===== config.mk =====
export PLATFORM = sky130hd
export DESIGN_NAME = div_ctrl
export DESIGN_NICKNAME = d
export VERILOG_FILES = /design/src/rtl/div_ctrl_pkg.sv /design/src/rtl/div_step.sv /design/src/rtl/div_ctrl.sv
export SDC_FILE = /design/constraint.sdc
export NUM_CORES = 1
export LEC_CHECK = 0
export BUFFER_PORTS_ARGS = -buffer_cell sky130_fd_sc_hd__buf_4
export CAP_MARGIN = 20
export CORE_MARGIN = 2
export CORE_UTILIZATION = 25
export DETAILED_ROUTE_END_ITERATION = 16
export HOLD_SLACK_MARGIN = 0.05
export PLACE_DENSITY = 0.48
export SLEW_MARGIN = 20
export SYNTH_ARGS = -nofsm -noshare
export SYNTH_HDL_FRONTEND = slang
export SYNTH_SLANG_ARGS = --single-unit

===== constraint.sdc =====
create_clock -name clk -period 6.2 [get_ports clk]
set_input_delay 0.31 -clock clk [delete_from_list [all_inputs] [get_ports clk]]
set_output_delay 0.31 -clock clk [all_outputs]
set_load 0.05 [all_outputs]

===== src/rtl/div_ctrl_pkg.sv =====
// Shared definitions for the HI/LO divide controller: FSM encodings, iteration
// count, result field positions and the operand magnitude helper.
package div_ctrl_pkg;

  typedef enum logic [1:0] {
    DIV_IDLE = 2'd0,
    DIV_ITER = 2'd1,
    DIV_FIX  = 2'd2,
    DIV_DONE = 2'd3
  } div_state_t;

  localparam int         DIV_ITERS = 32;
  localparam logic [4:0] LAST_ITER = 5'(DIV_ITERS - 1);

  localparam int HI_MSB = 63;
  localparam int HI_LSB = 32;
  localparam int LO_MSB = 31;
  localparam int LO_LSB = 0;

  // Two's-complement magnitude; 0x80000000 maps to itself and is read as unsigned.
  function automatic logic [31:0] magnitude(input logic [31:0] value, input logic neg);
    return neg ? (~value + 32'd1) : value;
  endfunction

endpackage


===== src/rtl/div_step.sv =====
// One radix-2 restoring division step: shift {rem, quo} left, trial-subtract the
// divisor, keep the difference and set the quotient LSB when it fits.
module div_step (
  input  logic [32:0] rem,
  input  logic [31:0] quo,
  input  logic [31:0] divisor,
  output logic [32:0] rem_next,
  output logic [31:0] quo_next
);

  logic [32:0] shifted;
  logic [32:0] diff;
  logic        fits;

  assign shifted = {rem[31:0], quo[31]};
  assign diff    = shifted - {1'b0, divisor};
  // The partial remainder stays below the divisor, so diff[32] is the borrow;
  // a set carry bit in the incoming remainder would always fit.
  assign fits    = rem[32] | ~diff[32];

  assign rem_next = fits ? diff : shifted;
  assign quo_next = {quo[30:0], fits};

endmodule


===== src/rtl/div_ctrl.sv =====
// Multi-cycle DIV/DIVU sequencer for the HI/LO unit: captures operand magnitudes,
// runs 32 restoring steps, applies signs and holds {rem, quo} until released.
module div_ctrl
  import div_ctrl_pkg::*;
(
  input  logic        clk,
  input  logic        rst,
  input  logic        start,
  input  logic        flag_unsigned,
  input  logic [31:0] operand1,
  input  logic [31:0] operand2,
  input  logic        stall_i,
  input  logic        cancel,
  output logic [63:0] result,
  output logic        done,
  output logic        busy
);

  div_state_t  state, state_next;
  logic [4:0]  count;
  logic [32:0] rem_q;
  logic [31:0] quo_q;
  logic [31:0] divisor_q;
  logic [31:0] dividend_q;
  logic        neg_dividend_q;
  logic        neg_divisor_q;
  logic        unsigned_q;
  logic [63:0] result_q;

  logic [32:0] rem_step;
  logic [31:0] quo_step;
  logic [63:0] fix_result;
  logic        neg_quo;
  logic        neg_rem;

  div_step u_step (
    .rem      (rem_q),
    .quo      (quo_q),
    .divisor  (divisor_q),
    .rem_next (rem_step),
    .quo_next (quo_step)
  );

  // NOTE: every output of a combinational block gets a default first, so no path
  // through the case leaves it unassigned and infers a latch.
  always_comb begin
    state_next = state;
    if (cancel) begin
      state_next = DIV_IDLE;
    end else begin
      case (state)
        DIV_IDLE: if (start)              state_next = DIV_ITER;
        DIV_ITER: if (count == LAST_ITER) state_next = DIV_FIX;
        DIV_FIX:                          state_next = DIV_DONE;
        DIV_DONE: if (!stall_i)           state_next = DIV_IDLE;
        default:                          state_next = DIV_IDLE;
      endcase
    end
  end

  always_comb begin
    neg_quo    = ~unsigned_q & (neg_dividend_q ^ neg_divisor_q);
    neg_rem    = ~unsigned_q & neg_dividend_q;
    fix_result = '0;
    if (divisor_q == 32'd0) begin
      fix_result[HI_MSB:HI_LSB] = dividend_q;
      fix_result[LO_MSB:LO_LSB] = 32'hFFFF_FFFF;
    end else begin
      fix_result[HI_MSB:HI_LSB] = magnitude(rem_q[31:0], neg_rem);
      fix_result[LO_MSB:LO_LSB] = magnitude(quo_q, neg_quo);
    end
  end

  // NOTE: sequential state uses non-blocking assignments so every register
  // samples pre-edge values regardless of statement order.
  always_ff @(posedge clk or posedge rst) begin
    if (rst) begin
      state <= DIV_IDLE;
    end else begin
      state <= state_next;
    end
  end

  // NOTE: the datapath registers are few and hold architecturally visible
  // values, so all of them are reset rather than left undefined.
  always_ff @(posedge clk or posedge rst) begin
    if (rst) begin
      count          <= '0;
      rem_q          <= '0;
      quo_q          <= '0;
      divisor_q      <= '0;
      dividend_q     <= '0;
      neg_dividend_q <= 1'b0;
      neg_divisor_q  <= 1'b0;
      unsigned_q     <= 1'b0;
      result_q       <= '0;
    end else begin
      case (state)
        DIV_IDLE: begin
          if (start && !cancel) begin
            count          <= '0;
            rem_q          <= '0;
            quo_q          <= magnitude(operand1, ~flag_unsigned & operand1[31]);
            divisor_q      <= magnitude(operand2, ~flag_unsigned & operand2[31]);
            dividend_q     <= operand1;
            neg_dividend_q <= operand1[31];
            neg_divisor_q  <= operand2[31];
            unsigned_q     <= flag_unsigned;
          end
        end
        DIV_ITER: begin
          rem_q <= rem_step;
          quo_q <= quo_step;
          count <= count + 5'd1;
        end
        DIV_FIX: begin
          // A flush in the fixup cycle must leave the previous result visible.
          if (!cancel) result_q <= fix_result;
        end
        default: ;
      endcase
    end
  end

  assign result = result_q;
  assign done   = (state == DIV_DONE);
  assign busy   = (state == DIV_ITER) || (state == DIV_FIX);

endmodule


==> out/metrics.yaml <==
final_layout:
  num_antenna_cells: 0
  area_growth_pct: 22.9
  fill_cells: 5275
  multiInputGateArea_sq_mm: 0.00694
  final_net_count: 1756
  layout-drive-gt1-share: 0.133
  ff_latch_area_sq_mm: 0.00505
synthesis:
  syn-num-nets: 1625
  avgSynthCellArea_sq_um: 8.25
  yosysMostFrequentCell: "nand2_1"
  synth_fa_ha_area_frac: 0.0437
  ys_seq_area_frac: 0.405
  ys_ff_latch: 202
  ys.flop_type: "dfrtp_1"
  synth-edff-count: 0
  synth_xor_area_frac: 0.103
  synth_warnings: 0
  synth_area_sq_mm: 0.0125
  synth_compound_area_frac: 0.207
  ys_async_sr_fraction: 1.00
  synthMuxAreaShare: 0.0120
  synth_area_leaders: "dfrtp_1 41%, nand2_1 7.2%, a21oi_1 6.2%"
  yosysTopAreaCellShare: 0.405
  synthDominantAreaCellType: "dfrtp_1"
  yosys-top-cells-count: "239 x nand2_1, 202 x dfrtp_1, 154 x a21oi_1, 152 x o21ai_0, 144 x nor2_1"
  ys_types: 59
  yosys.area_share.simple: 0.186
  synth_top_family_by_area: "compound AO/OA/AOI/OAI gates"
  netlist_instances: 1512
sta:
  fin_crit_sh: 0.617
  maxClockFrequency_mhz: 261
  finalSetupViolCount: 0
  finalHoldViolCount: 0
  worst-slew-pin-transition_ns: 1.09
  fin_worst_skew_ns: 0.0126
  maxSlewHeadroom: 0.274
  rsz0062_at_grt: "false"
  setup_tns_ns: 0
  period_minus_slack_ns: 3.82
  drv_slew: 0
  holdWs_ns: 0.0729
drt:
  first_pass_iters: 5
  ant_nets: 0
  drtIter0Drc: 750
  num_vias: 10944
  routed_via_density: 4.71
  finalWirelength_mm: 38.7
  wire_per_inst_um: 16.6
  drc_errors: 0
worst_setup_path:
  end_kind: "flop"
  worstPathArrival_ns: 4.19
  required_ns: 6.56
  crit_type: "reg2reg"
  critPathLaunchType: "flop"
  regToRegStartpoint: "quo_q[31]"
  crit_start: "quo_q[31]"
  crit_fanout: 40
floorplan:
  start_util: 0.254
  die_w_um: 227
  dieHeight_um: 227
  io_pins: 136
  coreArea_sq_mm: 0.0492
  fp-row-count: 81
  die_area_sq_mm: 0.0517
pwr:
  intPower_uw: 4680
  seqPwrFrac: 0.270
  p_switching_uw: 4530
  power_frac_comb: 0.572
  netSwitchingFraction: 0.492
  ir_worst_vdd_uv: 193
  power_density_mw_per_mm2: 600
  leakagePower_uw: 0.00681
  clkPwrFrac: 0.158
clock_network:
  cts-resized-gates: 0
  h-tree-depth: 1
  cts_root_buf: "clkbuf_16"
  cts_tree: "yes"
  clock-sinks: 202
  clock_latency_ns: 0.54
  cts_setup_buffers: 0
  clk_transition_reported_paths_ns: 0.06
  cts_buffer_depth: 3
  cts_inserted_buffers: 26
placement:
  io_buffer_count: 135
  place_hpwl_mm: 28.8
  gp_congestion: 0.817
global_route:
  grt_pass1_wl_mm: 61.2
  grt.total_usage: 0.149
  grt_pass1_vias: 10692
  gr-total-overflow: 0
  antenna_found_initial: 0
  grt_max_degree: 83
min_path:
  hp-class: "in2reg"
  hp-start: "operand2[12]"
status:
  outcome: "finished, final reports clean"
flow_run:
  drv_cap: 0
[layout make-up]
cell class	instances	area share
well taps	664	0.0542
clock buffers	39	0.0509
flip-flops and latches	202	0.329
repair buffers	184	0.0956
inverters	59	0.0149
clock inverters	7	0.00228
multi-input cells	1170	0.453
[state kept, by name, indices dropped and copies added, names as in the netlist, 2 cells and up]
signal,count
count,5
result,64
dividend_q,32
quo_q,32
state,2
divisor_q,32
rem_q,33
[stage by stage]
step	power (uW)	utilization	setup slack, ns	cell area, sq um	std cells
2_1_floorplan	6260	-	0.379	12500	1512
3_3_place_gp	7710	0.289	2.46	14200	2245
3_5_place_dp	7760	0.289	2.38	14200	2245
4_1_cts	9280	0.312	2.35	15300	2325
5_1_grt	10000	0.312	2.08	15300	2325
6_report	9210	0.312	2.38	15300	2325
[cells in the final DEF, fill, tap and decap left out, types with 34 or more instances in the layout]
cell type      synthesis  final
ha_1                  42     42
dlygate4sd3_1          0     34
nand2_1              239    239
xnor2_1               69     69
xor2_1                78     78
o21ai_0              152    151
nor2_1               144    141
dfrtp_1              202    202
inv_1                 59     58
a21oi_1              154    153
buf_4                  1    150
[timing repair]
action / CTS / global route
hold buffers: 34 / 0
setup endpoints to repair: 0 / 0
hold endpoints to repair: 114 / 0
[cells by family (layout without fill, tap and decap cells)]
| group | after synthesis | after routing |
|---|---|---|
| simple gates | 521 | 521 |
| compound gates | 444 | 444 |
| flops | 202 | 202 |
| xor+xnor | 147 | 147 |
| buf+inv | 140 | 289 |
| fa+ha+maj | 43 | 43 |
| mux | 15 | 15 |
[path summary, 6_finish.rpt]
kind	to	slack, ns	cells after the start
hold / removal	divisor_q[12]	0.07	3
hold reg to reg	dividend_q[13]	0.48	2
setup / recovery	rem_q[3]	2.38	12
min in group asynchronous	divisor_q[29]	0.38	3
max in group asynchronous	result[11]	4.42	4
setup reg to reg	rem_q[3]	2.38	12
[power groups by stage]
stage               clock network, uW  registers (uW)  logic [uW]
global route                     1550            2580        5880
finish                           1450            2490        5270
CTS                              1500            2490        5290
detailed placement                  0            2500        5260
global placement                    0            2480        5220
floorplan                           0            2920        3340
[worst max-delay path, stage by stage, from the launching register on]
cell	delay (ns)
dfrtp_1	0.57
inv_1	0.09
ha_1	0.23
fa_1	0.38
nand2b_1	0.20
a211oi_1	0.46
o211ai_1	0.23
a31oi_1	0.23
o22ai_1	0.20
mux2i_4	0.23
buf_4	0.46
mux2i_1	0.24
o21ai_0	0.10
[metal layers]
metal / share of wire / track usage / up-vias / wire length, um
met5: 0 / 0 / - / 0
met4: 0.014 / 0.0293 / 0 / 554
met3: 0.044 / 0.0212 / 38 / 1690
met2: 0.45 / 0.238 / 204 / 17400
met1: 0.49 / 0.215 / 5185 / 19100
li1: - / - / 5517 / -
(Power assumes the default switching activity.)
